### config.mk
export PLATFORM = sky130hd
export DESIGN_NAME = id_exe_pipe_reg
export DESIGN_NICKNAME = d
export VERILOG_FILES = /design/src/rtl/id_exe_pipe_reg.sv
export SDC_FILE = /design/constraint.sdc
export NUM_CORES = 1
export LEC_CHECK = 0
export ABC_AREA = 1
export CELL_PAD_IN_SITES_DETAIL_PLACEMENT = 1
export CELL_PAD_IN_SITES_GLOBAL_PLACEMENT = 2
export CORE_ASPECT_RATIO = 1.4
export CORE_MARGIN = 5
export CORE_UTILIZATION = 29
export CTS_CLUSTER_DIAMETER = 50
export DETAILED_ROUTE_END_ITERATION = 8
export PLACE_DENSITY_LB_ADDON = 0.1
export REMOVE_ABC_BUFFERS = 1
export SLEW_MARGIN = 10
export SYNTH_ARGS = -nofsm -noshare
export SYNTH_HDL_FRONTEND = slang
export SYNTH_SLANG_ARGS = --single-unit
export TNS_END_PERCENT = 50
### constraint.sdc
create_clock -name clk -period 17.6 [get_ports clk]
set_clock_uncertainty 0.15 [all_clocks]
set_input_delay 5.28 -clock clk [delete_from_list [all_inputs] [get_ports clk]]
set_output_delay 5.28 -clock clk [all_outputs]
set_load 0.02 [all_outputs]
### src/rtl/id_exe_pipe_reg.sv
// ID->EXE pipeline register with valid/ready handshake and a two-entry skid buffer.
// Define ID_EXE_PIPE_STATS_EN to enable the stall/flush statistics counters.
module id_exe_pipe_reg #(
    parameter int unsigned DATA_W     = 32,
    parameter int unsigned PC_W       = 32,
    parameter int unsigned CMD_W      = 4,
    parameter int unsigned REG_ADDR_W = 4,
    parameter int unsigned SHIFT_W    = 12,
    parameter int unsigned IMM_W      = 24,
    parameter int unsigned SR_W       = 4,
    parameter int unsigned CNT_W      = 16
) (
    input  logic                  clk,
    input  logic                  rst,
    input  logic                  flush,
    input  logic                  in_valid,
    output logic                  in_ready,
    input  logic [5:0]            in_ctrl,
    input  logic [CMD_W-1:0]      in_exe_cmd,
    input  logic [DATA_W-1:0]     in_val_rn,
    input  logic [DATA_W-1:0]     in_val_rm,
    input  logic [SHIFT_W-1:0]    in_shift_operand,
    input  logic [IMM_W-1:0]      in_signed_imm,
    input  logic [REG_ADDR_W-1:0] in_dest,
    input  logic [PC_W-1:0]       in_pc,
    input  logic [SR_W-1:0]       in_sr,
    output logic                  out_valid,
    input  logic                  out_ready,
    output logic [5:0]            out_ctrl,
    output logic [CMD_W-1:0]      out_exe_cmd,
    output logic [DATA_W-1:0]     out_val_rn,
    output logic [DATA_W-1:0]     out_val_rm,
    output logic [SHIFT_W-1:0]    out_shift_operand,
    output logic [IMM_W-1:0]      out_signed_imm,
    output logic [REG_ADDR_W-1:0] out_dest,
    output logic [PC_W-1:0]       out_pc,
    output logic [SR_W-1:0]       out_sr,
    output logic [CNT_W-1:0]      stall_cnt,
    output logic [CNT_W-1:0]      flush_cnt
);

    typedef struct packed {
        logic [5:0]            ctrl;
        logic [CMD_W-1:0]      exe_cmd;
        logic [DATA_W-1:0]     val_rn;
        logic [DATA_W-1:0]     val_rm;
        logic [SHIFT_W-1:0]    shift_operand;
        logic [IMM_W-1:0]      signed_imm;
        logic [REG_ADDR_W-1:0] dest;
        logic [PC_W-1:0]       pc;
        logic [SR_W-1:0]       sr;
    } entry_t;

    typedef enum logic [1:0] {StEmpty, StOne, StTwo} state_e;

    state_e state_q;
    entry_t main_q;
    entry_t skid_q;
    entry_t in_entry;
    logic   out_valid_q;
    logic   in_ready_q;
    logic   in_xfer;
    logic   out_xfer;

    assign in_entry = '{
        ctrl:          in_ctrl,
        exe_cmd:       in_exe_cmd,
        val_rn:        in_val_rn,
        val_rm:        in_val_rm,
        shift_operand: in_shift_operand,
        signed_imm:    in_signed_imm,
        dest:          in_dest,
        pc:            in_pc,
        sr:            in_sr
    };

    assign in_xfer  = in_valid & in_ready_q;
    assign out_xfer = out_valid_q & out_ready;

    // Handshake flags are flopped alongside the state so neither depends on the other side.
    always_ff @(posedge clk or posedge rst) begin
        if (rst) begin
            state_q     <= StEmpty;
            out_valid_q <= 1'b0;
            in_ready_q  <= 1'b1;
            main_q      <= '0;
            main_q.dest <= '1;
            skid_q      <= '0;
        end else if (flush) begin
            state_q     <= StEmpty;
            out_valid_q <= 1'b0;
            in_ready_q  <= 1'b1;
        end else begin
            unique case (state_q)
                StEmpty: begin
                    if (in_xfer) begin
                        main_q      <= in_entry;
                        state_q     <= StOne;
                        out_valid_q <= 1'b1;
                    end
                end
                StOne: begin
                    if (in_xfer && out_xfer) begin
                        main_q <= in_entry;
                    end else if (in_xfer) begin
                        skid_q     <= in_entry;
                        state_q    <= StTwo;
                        in_ready_q <= 1'b0;
                    end else if (out_xfer) begin
                        state_q     <= StEmpty;
                        out_valid_q <= 1'b0;
                    end
                end
                StTwo: begin
                    if (out_xfer) begin
                        main_q     <= skid_q;
                        state_q    <= StOne;
                        in_ready_q <= 1'b1;
                    end
                end
                default: begin
                    state_q     <= StEmpty;
                    out_valid_q <= 1'b0;
                    in_ready_q  <= 1'b1;
                end
            endcase
        end
    end

    assign in_ready          = in_ready_q;
    assign out_valid         = out_valid_q;
    // Bubble: control and destination are neutralised whenever nothing is held.
    assign out_ctrl          = out_valid_q ? main_q.ctrl : '0;
    assign out_dest          = out_valid_q ? main_q.dest : '1;
    assign out_exe_cmd       = main_q.exe_cmd;
    assign out_val_rn        = main_q.val_rn;
    assign out_val_rm        = main_q.val_rm;
    assign out_shift_operand = main_q.shift_operand;
    assign out_signed_imm    = main_q.signed_imm;
    assign out_pc            = main_q.pc;
    assign out_sr            = main_q.sr;

`ifdef ID_EXE_PIPE_STATS_EN
    localparam int unsigned CNT_W1 = CNT_W + 1;

    logic [CNT_W-1:0] stall_q;
    logic [CNT_W-1:0] flush_q;
    logic [1:0]       held;
    logic [CNT_W:0]   flush_sum;

    always_comb begin
        held = 2'd0;
        unique case (state_q)
            StEmpty: held = 2'd0;
            StOne:   held = 2'd1;
            StTwo:   held = 2'd2;
            default: held = 2'd0;
        endcase
    end

    assign flush_sum = {1'b0, flush_q} + CNT_W1'(held);

    always_ff @(posedge clk or posedge rst) begin
        if (rst) begin
            stall_q <= '0;
            flush_q <= '0;
        end else begin
            if (out_valid_q && !out_ready && (stall_q != '1)) begin
                stall_q <= stall_q + CNT_W'(1);
            end
            if (flush) begin
                flush_q <= flush_sum[CNT_W] ? '1 : flush_sum[CNT_W-1:0];
            end
        end
    end

    assign stall_cnt = stall_q;
    assign flush_cnt = flush_q;
`else
    assign stall_cnt = '0;
    assign flush_cnt = '0;
`endif

endmodule

=== Yosys cells after proc, flatten, opt, wreduce, memory -nomap -nowiden ===
Cells that the tools add are included.

* Equal/unequal tests: 14
* Mux-type cells: 24
* Bitwise operators: 4
* Reductions and logical operators: 8

{| class="wikitable"
|+ Operators by type and width
! kind !! number
|-
| $mux 150 || 3
|-
| $pmux 150 s3 || 1
|-
| $ne 3x3->1 const B || 6
|-
| $mux 2 || 6
|-
| $reduce_and 4->1 || 3
|-
| $ne 2x2->1 const B || 5
|-
| $reduce_and 5->1 || 2
|-
| $mux 1 || 9
|-
| $mux 6 || 1
|-
| $pmux 1 s3 || 2
|-
| $pmux 2 s3 || 1
|-
| $mux 4 || 1
|-
| $ne 4x4->1 const B || 1
|-
| $reduce_bool 3->1 || 1
|-
| $and 1x1->1 || 2
|-
| $eq 2x1->1 const B || 1
|-
| $eq 2x2->1 const B || 1
|-
| $logic_not 2->1 || 1
|-
| $not 1->1 || 2
|-
| $logic_and 1x1->1 || 1
|}

* Flip-flop bits (word level): 304
* Word-level logic and storage cells: 71

=== Depth between registers and ports, before layout ===
Gate-level depths: netlist (run 1).

* Word-level depth: 6
* Gate-level depth with buffers: 9
* Mapped depth without buffers: 8

=== Worst setup path before layout (run 1) ===
Ideal clock, no wire load.

* Kind: input-to-reg
* From: input flush
* To: register main_q[144] (netlist bit)
* Setup time: 0.116 ns
* Arrival: 6.201 ns
* Required time: 17.334 ns
* Slack: 11.133 ns
* Cell stages on the path: 8
* Cell sequence: inv_1 nand2_1 o21ai_2 nand2_1 buf_2 buf_2 nand2_1 nand2_1

* Word-level cells in the longest chain between the ends: 2

{| class="wikitable"
|+ Ends and longest elaborated chain
! what !! RTL line !! RTL
|-
| start, declared || 15 || <nowiki>input logic flush,</nowiki>
|-
| $not 1->1 (no line) || -- ||
|-
| $reduce_and 5->1 (no line) || -- ||
|-
| end signal, assigned || 97 || <nowiki>main_q <= in_entry;</nowiki>
|-
| end signal, assigned || 104 || <nowiki>main_q <= in_entry;</nowiki>
|-
| end signal, assigned || 116 || <nowiki>main_q <= skid_q;</nowiki>
|-
| end, declared || 57 || <nowiki>entry_t main_q;</nowiki>
|}

No other way between the ends.
A chain may end at the register's enable or synchronous reset.

=== Worst setup path in the final report (run 1) ===
* From: input flush
* To: register main_q, in the netlist out_pc[8]

The elaborated chain is that of the path after synthesis.

==> results of run 1 <==
-- cells by family after synthesis --
group / Yosys count / synth area share, %
buf+inv: 457 / 16.8
flops: 304 / 51.4
compound gates: 307 / 10.5
other cells: 1 / 0.0253
simple gates: 787 / 21.2
-- flip-flops by register name (all words and copies together) (netlist names) --
register           flops
out_pc                32
in_ready               1
out_shift_operand     12
out_val_rm            32
out_val_rn            32
skid_q               150
out_valid              1
out_signed_imm        24
state_q                2
main_q                10
out_exe_cmd            4
out_sr                 4
-- routing by layer --
metal | share of wire, % | routed length (um) | up-vias | GRT usage [%]
li1 | - | - | 5809 | -
met1 | 43 | 20300 | 5982 | 20.7
met2 | 49 | 22900 | 239 | 28.2
met3 | 5.4 | 2540 | 58 | 3.96
met4 | 2.1 | 996 | 8 | 4.24
met5 | 0.090 | 42 | - | 0
-- worst paths after layout --
path | cells past startpoint | slack (ns) | start | end
max in group asynchronous | 3 | 10.56 | rst | skid_q[107]
hold / removal | 2 | 0.31 | main_q[36] | main_q[36]
setup reg to reg | 7 | 13.95 | out_valid | out_pc[8]
hold reg to reg | 2 | 0.31 | main_q[36] | main_q[36]
setup / recovery | 9 | 9.49 | flush | out_pc[8]
min in group asynchronous | 2 | 5.20 | rst | skid_q[125]
-- cell usage in the layout, fill, tap and decap left out, types with 3 or more instances in the layout --
cell type / n
bufinv_16: 5
dfstp_2: 5
clkinvlp_4: 3
buf_12: 3
o21ai_0: 301
clkinv_4: 4
conb_1: 32
clkbuf_1: 4
nand3_1: 153
clkbuf_16: 41
inv_1: 168
dfrtp_1: 299
buf_4: 8
clkinv_2: 7
clkdlybuf4s50_1: 306
nand2_1: 625
nor2_1: 5
clkbuf_8: 4
-- worst max-delay path, stage by stage --
cell and delay [ns]:
clkdlybuf4s50_1 0.45, inv_1 0.11, nand2_1 0.12, o21ai_4 0.16
buf_12 0.53, nand2_4 0.65, buf_4 0.70, nand2_1 0.18
nand2_1 0.06
-- final cells by class --
cell class / instances / area, um2 / share of cell area (%)
tap: 650 / 813 / 4.40
sequential: 304 / 7610 / 41.2
antenna: 2 / 5.00 / 0.0271
inverter: 170 / 646 / 3.50
clock buffer: 49 / 1100 / 5.94
multi-input combinational: 1126 / 4860 / 26.3
clock inverter: 20 / 251 / 1.36
timing repair buffer: 317 / 3180 / 17.2
-- through the flow --
step / setup WS [ns] / util [%] / hold slack, ns
final: 9.49 / 36.3 / 0.312
after global routing: 9.13 / 36.3 / 0.335
after CTS: 9.33 / 36.3 / 0.315
after detailed placement: 8.73 / 33.6 / 0.305
after global placement: 8.75 / 33.6 / 0.299
after floorplan: 3.42 / - / 0.292
-- report_power, final --
part | total (W) | switching [W] | internal, W | leakage (nW)
Clock | 0.000846 | 0.000329 | 0.000517 | 0.658
Sequential | 0.00120 | 0.000165 | 0.00104 | 3.73
Combinational | 0.00119 | 0.000718 | 0.000476 | 4.57
Total | 0.00324 | 0.00121 | 0.00203 | 8.96
==> out/results.tsv, run 1 <==
metric	value	unit
status	completed	
final.period_utilization	46.1	%
die_y	277	um
crit_fanout	151	
ir_worst_vdd	0.0000758	V
vias	12096	
powerDensity	176	nW/um2
synth_top_area_share	50.5	%
hp-class	register to register	
start_util	29.1	%
max_freq	0.123	GHz
post-synth-top-area-cell	dfrtp_1	
async_flop_share	100	%
io_buffers	306	
setup_tns	0	ns
grt_usage	16.4	%
die_w	201	um
yosys_warnings	0	
dp_cells	2567	
fp-row-count	98	
seq_area_frac_synth	51.4	%
synthTopCellsByArea	dfrtp_1 (50%), nand2_1 (16%), o21ai_0 (10%), buf_4 (9.2%), nand3_1 (5.2%)	
fin_crit	8.11	ns
worst_pin_slew	1.12	ns
synth_edf_count	0	
drtIter0Drc	388	
netlist_instances	1856	
first_pass_iters	5	
antenna_found_initial	6	
fin_cells	2638	
netlist_area	14800	um2
grt_max_degree	220	
coreArea	50900	um2
max_cap_violations	0	
root_buffer	clkbuf_16	
ios	339	
stdcell_area	18500	um2
cts_tree	yes	
cp-start-kind	input pin	
syn_area_per_cell	7.98	um2
finalPower	0.00324	W
netlist_top_cells_count	nand2_1 (627), o21ai_0 (301), dfrtp_1 (299)	
clock_sinks	304	
gp_congestion	0.743	
maxSlewHeadroom	25.3	%
ys_ff_latch	304	
numCtsBuffers	40	
grt_pass1_vias	12470	
gr-total-overflow	0	
htreeDepth	2	
clk_latency	0.54	ns
slew_violations	0	
cts_resized	0	
wire_per_inst	17.8	um
cts_setup_buffers	0	
fin_nets	2114	
die_area	55800	um2
cp.arrival	8.39	ns
dp.final_hpwl	28.3	mm
grt_setup_unrepaired	false	
fillCellCount	6071	
wirelength	46.8	mm
yosysMostFrequentCell	nand2_1	
end_kind	register	
finalHoldViolCount	0	
leakage	8.96	nW
yosys.cell_types.count	18	
placed_area	17100	um2
area_growth_syn_to_layout	24.6	%
avgViaCountPerCell	4.59	
grt_pass1_wl	73.3	mm
drcViolationCount	0	
ctsHoldBuffers	0	
postRouteAntennaNets	0	
synth_ff_type	dfrtp_1	
cts_max_path_buffers	3	
path_clk_slew	0.06	ns
layout-drive-gt1-share	4.48	%
setup-violations-final	0	
crit_type	input pin to register	
cp.required	17.88	ns
No activity file was read; power rests on OpenSTA's default activity.
==> inputs of run 2 (changes only) <==
--- a/config.mk
+++ b/config.mk
@@ -10,7 +10,7 @@
 export CELL_PAD_IN_SITES_GLOBAL_PLACEMENT = 2
 export CORE_ASPECT_RATIO = 1.4
 export CORE_MARGIN = 5
-export CORE_UTILIZATION = 29
+export CORE_UTILIZATION = 26
 export CTS_CLUSTER_DIAMETER = 50
 export DETAILED_ROUTE_END_ITERATION = 8
 export PLACE_DENSITY_LB_ADDON = 0.1
==> constraint.sdc (replaced) <==
create_clock -name clk -period 6.6 [get_ports clk]
set_clock_uncertainty 0.15 [all_clocks]
set_input_delay 1.98 -clock clk [delete_from_list [all_inputs] [get_ports clk]]
set_output_delay 1.98 -clock clk [all_outputs]
set_load 0.02 [all_outputs]
==> run 2 against run 1 <==
Routed wire length grew 2.7%; register-to-register slack lost 10 ns; sequential share of layout area shrank 0.91 points; final cell count grew 3.9%; sequential cell count is the same; hold slack is essentially flat; sequential power grew to 2.7 times the previous value; design area grew 2.3%; critical endpoint is now out_ctrl[5].
==> out/results.tsv, run 2 (same netlist as run 1, synthesis figures left out) <==
metric	value	unit	change
leakage	9.10	nW	+1.5%
die_y	292	um	+5.4%
status	completed		
start_util	26.2	%	-2.9 points
gr-total-overflow	0		unchanged
pre_cts_slack	2.28	ns	-6.46 ns
r2r_slack	3.92	ns	-10.03 ns
clock_sinks	304		unchanged
grt_setup_unrepaired	false		
multi_input_area	4860	um2	unchanged
gp_congestion	0.693		-6.8%
seq_area	7610	um2	unchanged
root_buffer	clkbuf_16		
ctsHoldBuffers	0		unchanged
grt_usage	15.4	%	-0.96 points
drcViolationCount	0		unchanged
die_w	212	um	+5.3%
max_freq	0.238	GHz	
ir_worst_vdd	0.000288	V	+280%
postRouteAntennaNets	0		unchanged
slowest_delay	0.69	ns	about the same
worstPathCellList	nand2_1 > inv_1 > clkdlybuf4s50_1		
fin_crit	4.20	ns	
whs_endpoint	main_q[39]		
hp-class	register to register		
cp.required	4.47	ns	-13.41 ns
cp_slowest_cell	dfrtp_1		
grt_pass1_vias	12793		+2.6%
max_cap_violations	0		unchanged
setup-violations-final	0		unchanged
grt_max_degree	151		-31%
crit_type	register to primary output		
numCtsBuffers	46		+15%
top_register	skid_q		
timing.rr.start	state_q[0]		
antenna_found_initial	5		-1
postLayoutSetupSlackWorst	2.40	ns	-7.09 ns
cp-start-kind	register		
slew_violations	0		unchanged
largest_register_ffs	150		unchanged
cts_resized	0		unchanged
clk_latency	0.56	ns	+0.02 ns
final_common_cell	nand2_1		
cp.arrival	2.07	ns	-6.32 ns
dp.final_hpwl	29.4	mm	+3.8%
crit_fanout	13		-91%
rr_endpoint	out_val_rn[4]		
final.period_utilization	63.6	%	
hold_start	main_q[39]		
wire_per_inst	17.6	um	-1.1%
finalHoldViolCount	0		unchanged
avgViaCountPerCell	4.41		-3.7%
worst_pin_slew	0.954	ns	-0.166 ns
htreeDepth	2		unchanged
drtIter0Drc	460		+19%
min_path_cells	2		unchanged
fin_nets	2122		+0.38%
grt_pass1_wl	76.1	mm	+3.8%
layout-drive-gt1-share	5.00	%	+0.52 points
path_clk_slew	0.05	ns	about the same
io_buffers	306		unchanged
fp-row-count	103		+5.1%
wirelength	48.1	mm	+2.7%
maxSlewHeadroom	36.4	%	+11 points
first_pass_iters	5		unchanged
end_kind	primary output		
r2r_cells	7		unchanged
die_area	61900	um2	+11%
powerDensity	472	nW/um2	+170%
vias	12094		-0.017%
cts_tree	yes		
layout_common_cells	nand2_1 (625), clkdlybuf4s50_1 (306), o21ai_0 (301)		
cts_max_path_buffers	3		unchanged
area_growth_syn_to_layout	27.4	%	
ios	339		unchanged
coreArea	56400	um2	+11%
finalPower	0.00892	W	+180%
cts_setup_buffers	0		unchanged
fillCellCount	6668		+9.8%
[run 2: cell count changes in the layout (fill, tap and decap cells not counted)]
cell | before | now
diode_2 | 2 | 4
clkinv_8 | 0 | 1
inv_6 | 1 | 3
clkinv_2 | 7 | 3
buf_12 | 3 | 8
clkbuf_16 | 41 | 46
buf_4 | 8 | 5
clkbuf_1 | 4 | 8
clkinv_4 | 4 | 3
clkbuf_8 | 4 | 10
[run 2: layer usage]
| layer | global-route usage [%] | share of wire, % | up-vias | routed length [um] |
|---|---|---|---|---|
| li1 | - | - | 5830 | - |
| met1 | 19.9 | 44 | 5958 | 21000 |
| met2 | 26.1 | 49 | 252 | 23500 |
| met3 | 3.91 | 5.6 | 50 | 2700 |
| met4 | 3.43 | 1.7 | 4 | 829 |
| met5 | 0 | 0.064 | - | 31 |
[run 2: worst max-delay path, delay by kind of cell (launching register included)]
kind	cells	cell delay, ns
buffers and inverters	2	0.73
flip-flops	1	0.69
AND/OR/NAND/NOR	1	0.10
[run 2: how the worst max path moves through the flow]
stage,from,endpoint,slack [ns]
6_report,out_valid,out_ctrl[5],2.40
5_1_grt,out_valid,out_ctrl[5],2.24
4_1_cts,out_valid,out_ctrl[5],2.26
3_5_place_dp,flush,skid_q[75],2.28
3_3_place_gp,flush,skid_q[27],2.32
2_1_floorplan,flush,skid_q[0],-4.28
[run 2: cell type report]
cell class / instances / share of cell area [%]
multi-input combinational: 1126 / 25.7
inverter: 170 / 3.42
sequential: 304 / 40.3
antenna: 4 / 0.0530
clock inverter: 18 / 1.36
clock buffer: 64 / 6.98
tap: 735 / 4.87
timing repair buffer: 319 / 17.3
[run 2: power breakdown]
| part | internal, W | switching [W] | total [W] |
|---|---|---|---|
| Sequential | 0.00276 | 0.000420 | 0.00318 |
| Clock | 0.00159 | 0.000923 | 0.00252 |
| Combinational | 0.00128 | 0.00194 | 0.00322 |
| Total | 0.00563 | 0.00329 | 0.00892 |
[run 2: stage by stage]
stage	instance area [um2]	util, %	hold slack, ns	setup TNS [ns]	instances
2_1_floorplan	13100	-	0.292	-2187.80	1600
3_3_place_gp	17300	30.6	0.304	0	2654
3_5_place_dp	17300	30.6	0.306	0	2654
4_1_cts	18900	33.4	0.314	0	2736
5_1_grt	18900	33.4	0.334	0	2736
6_report	18900	33.5	0.311	0	2740
==> inputs of run 3 (changes only) <==
==> constraint.sdc (replaced) <==
create_clock -name clk -period 3.45 [get_ports clk]
set_clock_uncertainty 0.15 [all_clocks]
set_input_delay 1.035 -clock clk [delete_from_list [all_inputs] [get_ports clk]]
set_output_delay 1.035 -clock clk [all_outputs]
set_load 0.02 [all_outputs]
==> run 3 against run 2 <==
Sequential power grew 91%; final cell count increased by 0.40%; non-clock buffer count is 19 higher; global-route usage about the same; sequential share of layout area shrank 0.40 points; largest power group unchanged; count of clock-buffer cells in the layout shrank 9; total power rose by 91%; sequential cell count stayed put; highest routed layer unchanged.
==> out/results.tsv, run 3 (same netlist as run 1, synthesis figures left out) <==
metric	value	unit	change
hold_start	main_q[37]		
fin_util	33.8	%	+0.34 points
slowest_delay	0.61	ns	-0.08 ns
end_kind	primary output		
clock_sinks	304		unchanged
path_clk_slew	0.06	ns	about the same
cp-start-kind	register		
htreeDepth	2		unchanged
fin_nets	2137		+0.71%
largest_register_ffs	150		unchanged
cts_resized	0		unchanged
coreArea	56400	um2	unchanged
drtIter0Drc	418		-9.1%
grt_util_met3	3.58	%	-0.33 points
cts_setup_buffers	0		unchanged
start_util	26.2	%	unchanged
placed_area	17600	um2	+1.5%
clock_power_share	27.6	%	-0.6 points
final_common_cell	nand2_1		
ir_worst_vdd	0.000385	V	+34%
io_buffers	306		unchanged
wirelength	48.2	mm	+0.31%
die_area	61900	um2	unchanged
area_growth_syn_to_layout	28.7	%	
clk_latency	0.54	ns	-0.02 ns
busiest_layer	met2		
top_register	skid_q		
drcViolationCount	0		unchanged
crit_start	out_valid		
slew_violations	0		unchanged
worst_pin_slew	0.858	ns	-0.0962 ns
setup_tns	0	ns	unchanged
use_met1	19.5	%	-0.39 points
fillCellCount	6711		+0.64%
switching_share	36.7	%	-0.18 points
layout-drive-gt1-share	5.81	%	+0.81 points
layout_common_cells	nand2_1 (625), clkdlybuf4s50_1 (306), o21ai_0 (301)		
use_met2	26.8	%	+0.63 points
crit_fanout	13		unchanged
cts_tree	yes		
grt_pass1_wl	75.9	mm	-0.33%
first_pass_iters	4		-1
grt_max_degree	121		-20%
hp-class	register to register		
antenna_found_initial	3		-2
cp_slowest_cell	clkdlybuf4s50_1		
final.period_utilization	88.0	%	
crit_type	register to primary output		
worstPathCellList	buf_4 > nand2_1 > inv_1 > clkdlybuf4s50_1		
p_sw	0.00625	W	+90%
grt_pass1_vias	12772		-0.16%
die_w	212	um	unchanged
max_freq	0.329	GHz	
die_y	292	um	unchanged
p_comb_share	36.7	%	+0.6 points
cts_max_path_buffers	3		unchanged
p_int	0.0108	W	+92%
wire_per_inst	17.5	um	about the same
grt_setup_unrepaired	false		
leakage	9.20	nW	+1.1%
ctsHoldBuffers	0		unchanged
cp.required	2.26	ns	-2.21 ns
avgViaCountPerCell	4.39		-0.53%
grt_usage	15.4	%	about the same
maxSlewHeadroom	42.8	%	+6.4 points
max_cap_violations	0		unchanged
root_buffer	clkbuf_16		
fp-row-count	103		unchanged
powerDensity	893	nW/um2	+89%
setup-violations-final	0		unchanged
numCtsBuffers	42		-8.7%
timing.rr.start	state_q[0]		
finalHoldViolCount	0		unchanged
gp_congestion	0.709		+2.3%
ios	339		unchanged
vias	12078		-0.13%
cp.arrival	1.85	ns	-0.22 ns
gr-total-overflow	0		unchanged
finalPower	0.0170	W	+91%
stdcell_area	19100	um2	+1.0%
postRouteAntennaNets	0		unchanged
p_seq_share	35.7	%	about the same
status	completed		
fin_crit	3.04	ns	
dp.final_hpwl	31.2	mm	+6.0%
==> run 3: cell types whose count changed in the layout (fill, tap and decap cells not counted) <==
cell        previous run  this run
diode_2                4         2
buf_12                 8        18
clkinv_4               3         1
clkinvlp_4             3         4
clkbuf_16             46        43
clkbuf_1               8         4
inv_6                  3         2
clkbuf_8              10         8
clkinv_8               1         0
buf_4                  5        14
bufinv_16              5         7
clkinv_2               3         7
==> run 3: area by class of cell <==
cell class	count	area [um2]	share of cell area, %
inverters	170	646	3.38
clock buffers	55	1200	6.30
repair buffers	338	3530	18.5
multi-input cells	1126	4860	25.5
well taps	735	920	4.82
clock inverters	21	302	1.58
diodes	2	5.00	0.0262
flip-flops and latches	304	7610	39.9
==> run 3: through the flow <==
| stage | cells | hold WS [ns] | worst slack, ns |
|---|---|---|---|
| detailed placement | 2673 | 0.307 | 0.432 |
| global route | 2750 | 0.330 | 0.323 |
| finish | 2751 | 0.313 | 0.415 |
| global placement | 2673 | 0.302 | 0.451 |
| CTS | 2749 | 0.317 | 0.329 |
| floorplan | 1600 | 0.292 | -6.49 |
==> run 3: routing by layer <==
metal / wire length, um / vias to the layer above / part of all wire [%]
li1: - / 5859 / -
met1: 21000 / 5928 / 43
met2: 23900 / 241 / 49
met3: 2520 / 48 / 5.2
met4: 850 / 2 / 1.8
met5: 13 / - / 0.027
==> run 3: final timing paths <==
| kind | endpoint | slack, ns | depth (start not counted) |
|---|---|---|---|
| setup reg to reg | out_pc[16] | 1.38 | 6 |
| min in group asynchronous | skid_q[80] | 0.79 | 2 |
| setup / recovery | out_ctrl[5] | 0.41 | 4 |
| max in group asynchronous | main_q[36] | 1.61 | 3 |
| hold reg to reg | main_q[37] | 0.31 | 2 |
| hold / removal | main_q[37] | 0.31 | 2 |
==> run 3: worst max-delay path, delay by kind of cell, from the launching register on <==
kind          cells  cell delay [ns]
buf+inv           3             0.92
flops             1             0.32
simple gates      1             0.07
==> run 3: power groups by stage <==
stage / registers (W) / clock network, W / logic, W
finish: 0.00608 / 0.00471 / 0.00625
detailed placement: 0.00617 / 0 / 0.00640
CTS: 0.00613 / 0.00488 / 0.00643
floorplan: 0.00692 / 0 / 0.00257
global route: 0.00628 / 0.00503 / 0.00697
global placement: 0.00614 / 0 / 0.00631
